### src/rtl/pipe_ctrl_pkg.sv
// Shared types and constants for the pipeline stall/flush controller.
package pipe_ctrl_pkg;

  typedef enum logic [1:0] {
    RUN      = 2'd0,
    MEM_WAIT = 2'd1,
    ERROR    = 2'd2
  } ctrl_state_t;

  localparam int REG_AW_DEF = 5;
  localparam int X0_ADDR    = 0;

endpackage

### src/rtl/pipe_hazard_ctrl_mem_wait_timer.sv
// 16-bit saturating wait counter; expire flags the last legal MEM_WAIT cycle.
module mem_wait_timer #(
  parameter int MEM_TIMEOUT = 64
) (
  input  logic clk_i,
  input  logic rst_n_i,
  input  logic clr,
  input  logic inc,
  output logic expire
);

  logic [15:0] cnt_reg;

  always_ff @(posedge clk_i or negedge rst_n_i) begin
    if (!rst_n_i) begin
      cnt_reg <= '0;
    end else if (clr) begin
      cnt_reg <= '0;
    end else if (inc && cnt_reg != 16'hFFFF) begin
      cnt_reg <= cnt_reg + 16'd1;
    end
  end

  assign expire = (cnt_reg == 16'(MEM_TIMEOUT - 1));

endmodule

### src/rtl/pipe_hazard_ctrl.sv
// Stall/flush controller for the 5-stage pipeline: load-use, MEM-stage branch, dmem wait.
// Optional performance counters are enabled by defining PIPE_HAZARD_PERF_EN.
module pipe_hazard_ctrl
  import pipe_ctrl_pkg::*;
#(
  parameter int REG_AW      = REG_AW_DEF,
  parameter int MEM_TIMEOUT = 64
) (
  input  logic              clk_i,
  input  logic              rst_n_i,
  input  logic [REG_AW-1:0] ifid_rs1_i,
  input  logic [REG_AW-1:0] ifid_rs2_i,
  input  logic              idex_mem_rd_i,
  input  logic [REG_AW-1:0] idex_rd_i,
  input  logic              exmem_mem_rd_i,
  input  logic              exmem_mem_wr_i,
  input  logic              exmem_branch_i,
  input  logic              exmem_zero_i,
  input  logic              dmem_ready_i,
  output logic              dmem_req_o,
  output logic              pipe_en_o,
  output logic              pc_write_o,
  output logic              ifid_write_o,
  output logic              pc_sel_o,
  output logic              ifid_flush_o,
  output logic              idex_flush_o,
  output logic              exmem_flush_o,
  output logic              err_o
`ifdef PIPE_HAZARD_PERF_EN
  ,
  output logic [31:0]       perf_stall_o,
  output logic [31:0]       perf_flush_o
`endif
);

  ctrl_state_t state_reg;
  logic        err_reg;
  logic        active_reg;
  logic        mem_op, branch_taken, load_use;
  logic        pipe_en, tmr_inc, tmr_clr, tmr_expire;

  assign mem_op       = exmem_mem_rd_i | exmem_mem_wr_i;
  assign branch_taken = exmem_branch_i & exmem_zero_i;
  assign load_use     = idex_mem_rd_i && (idex_rd_i != REG_AW'(X0_ADDR)) &&
                        ((idex_rd_i == ifid_rs1_i) || (idex_rd_i == ifid_rs2_i));

  mem_wait_timer #(.MEM_TIMEOUT(MEM_TIMEOUT)) u_timer (
    .clk_i   (clk_i),
    .rst_n_i (rst_n_i),
    .clr     (tmr_clr),
    .inc     (tmr_inc),
    .expire  (tmr_expire)
  );

  // active_reg holds every output low until the first edge after reset release.
  always_comb begin
    dmem_req_o = 1'b0;
    pipe_en    = 1'b0;
    tmr_inc    = 1'b0;
    tmr_clr    = 1'b0;
    if (active_reg) begin
      case (state_reg)
        RUN: begin
          dmem_req_o = mem_op;
          pipe_en    = !mem_op || dmem_ready_i;
          tmr_inc    = mem_op && !dmem_ready_i;
        end
        MEM_WAIT: begin
          dmem_req_o = mem_op;
          pipe_en    = dmem_ready_i;
          tmr_clr    = dmem_ready_i;
          tmr_inc    = !dmem_ready_i && !tmr_expire;
        end
        default: ;
      endcase
    end
  end

  always_ff @(posedge clk_i or negedge rst_n_i) begin
    if (!rst_n_i) begin
      state_reg  <= RUN;
      err_reg    <= 1'b0;
      active_reg <= 1'b0;
    end else begin
      active_reg <= 1'b1;
      if (active_reg) begin
        case (state_reg)
          RUN: if (mem_op && !dmem_ready_i) state_reg <= MEM_WAIT;
          MEM_WAIT: begin
            if (dmem_ready_i) begin
              state_reg <= RUN;
            end else if (tmr_expire) begin
              state_reg <= ERROR;
              err_reg   <= 1'b1;
            end
          end
          default: begin
            state_reg <= ERROR;
            err_reg   <= 1'b1;
          end
        endcase
      end
    end
  end

  // A taken branch squashes the younger instructions, so it masks load-use.
  always_comb begin
    pc_write_o    = active_reg;
    ifid_write_o  = active_reg;
    pc_sel_o      = 1'b0;
    ifid_flush_o  = 1'b0;
    idex_flush_o  = 1'b0;
    exmem_flush_o = 1'b0;
    if (pipe_en) begin
      if (branch_taken) begin
        pc_sel_o      = 1'b1;
        ifid_flush_o  = 1'b1;
        idex_flush_o  = 1'b1;
        exmem_flush_o = 1'b1;
      end else if (load_use) begin
        pc_write_o   = 1'b0;
        ifid_write_o = 1'b0;
        idex_flush_o = 1'b1;
      end
    end
  end

  assign pipe_en_o = pipe_en;
  assign err_o     = err_reg;

`ifdef PIPE_HAZARD_PERF_EN
  logic [31:0] stall_cnt_reg, flush_cnt_reg;
  logic        stall_evt, flush_evt;

  assign stall_evt = active_reg &&
                     ((state_reg != RUN && !pipe_en) || (pipe_en && !branch_taken && load_use));
  assign flush_evt = pipe_en && branch_taken;

  always_ff @(posedge clk_i or negedge rst_n_i) begin
    if (!rst_n_i) begin
      stall_cnt_reg <= '0;
      flush_cnt_reg <= '0;
    end else begin
      if (stall_evt && stall_cnt_reg != 32'hFFFF_FFFF) stall_cnt_reg <= stall_cnt_reg + 32'd1;
      if (flush_evt && flush_cnt_reg != 32'hFFFF_FFFF) flush_cnt_reg <= flush_cnt_reg + 32'd1;
    end
  end

  assign perf_stall_o = stall_cnt_reg;
  assign perf_flush_o = flush_cnt_reg;
`endif

endmodule

### config.mk
export PLATFORM = sky130hd
export DESIGN_NAME = pipe_hazard_ctrl
export DESIGN_NICKNAME = d
export VERILOG_FILES = /design/src/rtl/pipe_ctrl_pkg.sv /design/src/rtl/pipe_hazard_ctrl_mem_wait_timer.sv /design/src/rtl/pipe_hazard_ctrl.sv
export SDC_FILE = /design/constraint.sdc
export NUM_CORES = 1
export LEC_CHECK = 0
export ABC_AREA = 0
export CORE_ASPECT_RATIO = 2
export CORE_MARGIN = 4
export CORE_UTILIZATION = 35
export CTS_CLUSTER_DIAMETER = 150
export DETAILED_ROUTE_END_ITERATION = 10
export SYNTH_ARGS = -nofsm -noshare
export SYNTH_HDL_FRONTEND = slang
export SYNTH_HIERARCHICAL = 1
export SYNTH_SLANG_ARGS = --single-unit
### constraint.sdc
create_clock -name clk_i -period 3.31 [get_ports clk_i]
set_input_delay 0.4965 -clock clk_i [delete_from_list [all_inputs] [get_ports clk_i]]
set_output_delay 0.4965 -clock clk_i [all_outputs]
set_load 0.01 [all_outputs]
## Yosys cells after proc, flatten, opt, wreduce, memory -nomap -nowiden

Index checks and enable logic that the tools add are counted.

- $add $sub $neg: 1
- Multipliers: 0
- Bitwise operators: 3
- Order comparisons: 0
- Muxes and demuxes: 25
- Shift-type cells: 0
- Equality and inequality tests: 9
- Reduce and logical (&&, ||, !) cells: 16
- Div/mod/pow operators: 0

Operator list:

| operator | count |
|---|---|
| 16-bit 2-to-1 mux | 2 |
| 16-bit by 1-bit adder with 16-bit output, second input constant | 1 |
| 16-bit by 6-bit == test with 1-bit output, second input constant | 1 |
| 1-bit 2-to-1 mux | 16 |
| 16-bit inequality test, second input constant | 1 |
| 5-bit == test | 2 |
| 2-bit 2-to-1 mux | 3 |
| 2-bit inequality test, second input constant | 3 |
| 1-bit one-hot mux with 2 select lines | 3 |
| 1-bit logical AND | 5 |
| 5-bit nonzero test | 1 |
| 2-bit one-hot mux with 2 select lines | 1 |
| 4-bit AND reduction | 1 |
| 1-bit zero test | 3 |
| 3-bit inequality test, second input constant | 1 |
| 3-bit AND reduction | 1 |
| 2-bit by 1-bit == test with 1-bit output, second input constant | 1 |
| 2-bit zero test | 1 |
| 1-bit logical OR | 2 |
| 2-bit nonzero test | 1 |
| 2-bit OR reduction | 1 |
| 1-bit AND | 1 |
| 1-bit inverter | 1 |
| 1-bit OR | 1 |

- Latch bits: 0
- Memories: 0
- Memory bits (read-only): 0
- Register bits: 20
- Output and inout port bits: 9
- Memory bits (writable): 0
- Input bits: 23
- Word-level logic and storage cells: 58

## Logic depth before layout (Yosys ltp)

Gate-level depths: netlist of run 1.

- Depth in word-level cells: 8
- Depth in mapped cells: 11
- Gate-level depth less buffers: 11

## Cells and area by module

Netlist of run 1, hierarchy kept.

By module, submodules not included:

| module | seq. area each (µm²) | cells an instance | area an instance (µm²) | times used |
|---|---|---|---|---|
| mem_wait_timer | 400.4 | 97 | 899.6 | 1 |
| pipe_hazard_ctrl | 100.1 | 49 | 391.6 | 1 |

## Worst setup path before layout of run 1

No wires, ideal clock.

- Path type: register to register
- Start point: reg u_timer.cnt_reg[10]
- End point: reg u_timer.cnt_reg[15]
- Path buffers: 0
- Cell stages (with the launch flop): 11
- Library setup time: 0.125 ns
- Setup slack: 0.796 ns
- Data arrival time: 2.389 ns
- Period minus slack after synthesis: 2.514 ns
- Required time: 3.185 ns
- Cells stage by stage: dfrtp_1 -> or4_1 -> or4_1 -> nor2_1 -> nand2_1 -> nand2_1 -> nor3_1 -> and4_1 -> nand3_1 -> nor3_1 -> mux2_2

- Cells in the longest elaborated chain, start to end: 7
- Elaborated cells between the ends (all ways): 11
- Classes of those cells: 1 x add/sub; 2 x eq/ne; 4 x mux; 4 x reduce/logical

Ends and longest elaborated chain:

| element | line | source |
|---|---|---|
| from (decl) | pipe_hazard_ctrl_mem_wait_timer.sv:12 | `logic [15:0] cnt_reg;` |
| from (signal assigned) | pipe_hazard_ctrl_mem_wait_timer.sv:20 | `cnt_reg <= cnt_reg + 16'd1;` |
| 16-bit by 6-bit == test with 1-bit output | pipe_hazard_ctrl_mem_wait_timer.sv:24 | `assign expire = (cnt_reg == 16'(MEM_TIMEOUT - 1));` |
| net tmr_expire | pipe_hazard_ctrl.sv:40 | `logic pipe_en, tmr_inc, tmr_clr, tmr_expire;` |
| 1-bit zero test | pipe_hazard_ctrl.sv:72 | `tmr_inc = !dmem_ready_i && !tmr_expire;` |
| 1-bit logical AND | pipe_hazard_ctrl.sv:72 |  |
| 1-bit one-hot mux with 2 select lines | pipe_hazard_ctrl.sv:62 | `case (state_reg)` |
| 1-bit 2-to-1 mux | pipe_hazard_ctrl.sv:61 | `if (active_reg) begin` |
| net tmr_inc | pipe_hazard_ctrl.sv:40 |  |
| 1-bit logical AND | pipe_hazard_ctrl_mem_wait_timer.sv:19 | `end else if (inc && cnt_reg != 16'hFFFF) begin` |
| 2-bit nonzero test (no line) | n/a |  |

The timed path passes the listed nets, and every way through them passes these cells. The select of a mux whose other input is x is not followed.
A chain may end at the register's enable or synchronous reset.

## Final worst setup path of run 1

- Start point: reg u_timer.cnt_reg[0]
- End point: reg u_timer.cnt_reg[15]

Same word-level chain as after synthesis.

==> impl_metrics.env, run 1 <==
export IMPL_status="finished clean"
export IMPL_max_freq_mhz=345.4
export IMPL_r2r_end="u_timer/cnt_reg[15]"
export IMPL_clk_latency_ns=0.25
export IMPL_final_nets=201
export IMPL_num_antenna_cells=0
export IMPL_ios=32
export IMPL_synth_top_family_by_area="simple AND/OR/NAND/NOR gates"
export IMPL_yosys_warnings=6
export IMPL_vias=1223
export IMPL_row_count=31
export IMPL_grt_setup_unrepaired="false"
export IMPL_dp_slack_ns=0.4268
export IMPL_fin_cells=225
export IMPL_hp_class="reg2reg"
export IMPL_synthXorXnorAreaFrac=0.08140
export IMPL_synth_compound_area_frac=0.1715
export IMPL_crit_family="simple AND/OR/NAND/NOR gates"
export IMPL_crit_arrival_ns=3.04
export IMPL_dp_cells=221
export IMPL_post_route_cells_drive_above_1_share=0.05682
export IMPL_synthesis_nets=170
export IMPL_cpPeakStageDelay_ns=0.46
export IMPL_totalWireLength_mm=3.147
export IMPL_h_tree_depth=1
export IMPL_grt_pass1_wl_mm=5.513
export IMPL_io_buffers=31
export IMPL_synth_seq_cells=20
export IMPL_grt_remaining_overflow=0
export IMPL_max_slew_worst_pin_slew_ns=0.9064
export IMPL_cts_setup_buffers=0
export IMPL_synth_top_cell_area_share=0.3876
export IMPL_antenna_found_initial=0
export IMPL_wl_per_cell_microns=13.99
export IMPL_synth_mux_area_fraction=0.02422
export IMPL_synth_most_common_cell="dfrtp_1"
export IMPL_period_share=0.8748
export IMPL_cts_reportedPaths_clkPinSlew_ns=0.07
export IMPL_synth_distinct_cells=39
export IMPL_min_delay_path_depth=1
export IMPL_syn_area_sq_mm=0.001291
export IMPL_grt_usage=0.1468
export IMPL_initial_core_util=0.3580
export IMPL_cp_end_kind="register"
export IMPL_dpl_hpwl_mm=2.583
export IMPL_cp_buffers_inverters=0
export IMPL_dr_pass1_iters=4
export IMPL_first_global_vias=1318
export IMPL_crit_chain="ha_1, nand2_1, or4_1, nor2_1, nand2_1, nand2_1, nor3_1, and4_1, nand3_1, nor3_1, mux2_2"
export IMPL_period_needed_ns=2.896
export IMPL_slew_headroom=0.3939
export IMPL_p_leak_nw=0.6802
export IMPL_r2r_worst_path_cells=11
export IMPL_drtAntennaViolNets=0
export IMPL_die_area_sq_mm=0.004784
export IMPL_async_flop_share=1.000
export IMPL_cp_max_fo=6
export IMPL_cp_startpoint="u_timer/cnt_reg[0]"
export IMPL_cpMostUsedCell="nand2_1"
export IMPL_timing_rr_start="u_timer/cnt_reg[0]"
export IMPL_largest_reg_flops=16
export IMPL_worstHoldStart="err_o"
export IMPL_finalSetupViolations=0
export IMPL_hold_buffers=0
export IMPL_synth_adder_area_share=0.009690
export IMPL_worstSetupPathType="reg2reg"
export IMPL_synth_cells=146
export IMPL_start_kind="register"
export IMPL_placed_cell_area_sq_mm=0.001620
export IMPL_drv_cap=0
export IMPL_synthSimpleGateAreaFrac=0.2752
export IMPL_ys_seq_area_frac=0.3876
export IMPL_cts_tree="done"
export IMPL_drtIter0Drc=39
export IMPL_hold_viol=0
export IMPL_coreArea_sq_mm=0.003607
export IMPL_holdPathEnd="err_o"
export IMPL_synth_ff_type="dfrtp_1"
export IMPL_crit_required_ns=3.45
export IMPL_cts_sinks=20
export IMPL_power_density_mw_per_mm2=360.3
export IMPL_grt_max_degree=21
export IMPL_nFillCells=350
export IMPL_synth_edf_count=0
export IMPL_fin_setup_tns_ns=0
export IMPL_fin_ws_ns=0.4144
export IMPL_final_cell_area_sq_mm=0.001675
export IMPL_ctsResizeCount=0
export IMPL_die_height_microns=93.90
export IMPL_die_w_microns=50.95
export IMPL_r2r_slack_ns=0.41
export IMPL_cts_path_max_buffers=2
export IMPL_syn_area_per_cell_sq_um=8.844
export IMPL_gp_congestion=0.8365
export IMPL_yosysTopAreaCell="dfrtp_1"
export IMPL_yosys_top_cells_area="dfrtp_1 (39%), xor2_1 (7.5%), a21oi_1 (4.3%)"
export IMPL_final_util=0.4644
export IMPL_viasPerCell=5.436
export IMPL_synth_common_cells="dfrtp_1 (20), nor2_1 (12), a21oi_1 (11), xor2_1 (11), o21ai_0 (10)"
export IMPL_final_setup_skew_ns=0.002051
export IMPL_crit_path_top_delay_cell="nor3_1"
export IMPL_clock_root_buffer="clkbuf_8"
export IMPL_syn2layout_area_growth_pct=29.75
export IMPL_vdd_drop_max_mv=0.2025
export IMPL_route_detailed_drc=0
export IMPL_slew_violations=0
export IMPL_cts_made_buffers=3
==> report_power, final <==
| group | switching (mW) | internal (mW) |
|---|---|---|
| clock network | 0.0786 | 0.106 |
| logic | 0.0582 | 0.0647 |
| registers | 0.0298 | 0.267 |
==> cells by family after synthesis <==
group / Yosys count
DFF: 20
xor gates and xnor gates: 12
AOI/OAI and AO/OA: 35
buffers and inverters: 10
muxes: 3
and+or+nand+nor: 64
other: 1
adders and majority gates: 1
==> area by class of cell <==
| type | count | area [sq um] | share of cell area |
|---|---|---|---|
| inverters | 5 | 18.77 | 0.01120 |
| flip-flops and latches | 20 | 500.5 | 0.2987 |
| clock buffers | 4 | 55.05 | 0.03286 |
| well taps | 49 | 61.31 | 0.03659 |
| repair buffers | 31 | 310.3 | 0.1852 |
| multi-input cells | 116 | 729.5 | 0.4354 |
==> cells in the final DEF, fill, tap and decap left out, types with 2 or more instances in the layout <==
master,count
clkdlybuf4s50_1,31
dfrtp_1,20
nor2_1,12
xor2_1,11
a21oi_1,11
o21ai_0,10
nor3_1,8
nand2_1,8
nand3_1,6
or3_1,6
inv_1,5
or4_1,5
clkbuf_8,4
nor4_1,4
nand4_1,4
nor2b_1,3
o2111ai_1,2
o31ai_1,2
and3_1,2
mux2i_1,2
and4_1,2
==> metrics by stage <==
step           power, mW  hold slack (ns)
3_3_place_gp      0.4190           0.4479
5_1_grt           0.6389           0.5028
6_report          0.6036           0.4791
3_5_place_dp      0.4246           0.4602
2_1_floorplan     0.3622           0.2009
4_1_cts           0.6134           0.4820
==> routing by layer <==
metal	vias to the layer above	track usage	wire [microns]
met5	-	0	0
met4	0	0.05169	64
met3	8	0.03021	188
met2	44	0.2985	1828
met1	567	0.1332	1065
li1	604	-	-
==> worst register-to-register path, cell delays in order, from the launching register on <==
cell,delay (ns)
dfrtp_1,0.42
ha_1,0.27
nand2_1,0.14
or4_1,0.14
nor2_1,0.06
nand2_1,0.08
nand2_1,0.05
nor3_1,0.46
and4_1,0.33
nand3_1,0.23
nor3_1,0.25
mux2_2,0.35
==> worst max path at each step <==
stage                          endpoint  slack (ns)  cells after the start
floorplan           u_timer/cnt_reg[15]        0.80                     10
global placement           ifid_write_o        0.45                      5
detailed placement           pc_write_o        0.43                      5
CTS                 u_timer/cnt_reg[15]        0.41                     11
global route        u_timer/cnt_reg[15]        0.16                     11
finish              u_timer/cnt_reg[15]        0.41                     11
Note: power is estimated with default switching activity, not from simulation.
==> inputs of run 2 (changes only) <==
Settings changed: CAP_MARGIN set to 25, TNS_END_PERCENT set to 1.
==> results of run 2 <==
Final layout, timing and power as in run 1 (identical DEF).
==> inputs of run 3 (changes only) <==
Settings changed: GPL_ROUTABILITY_DRIVEN set to 0.
==> results of run 3 <==
Final layout, timing and power as in run 1 (identical DEF).
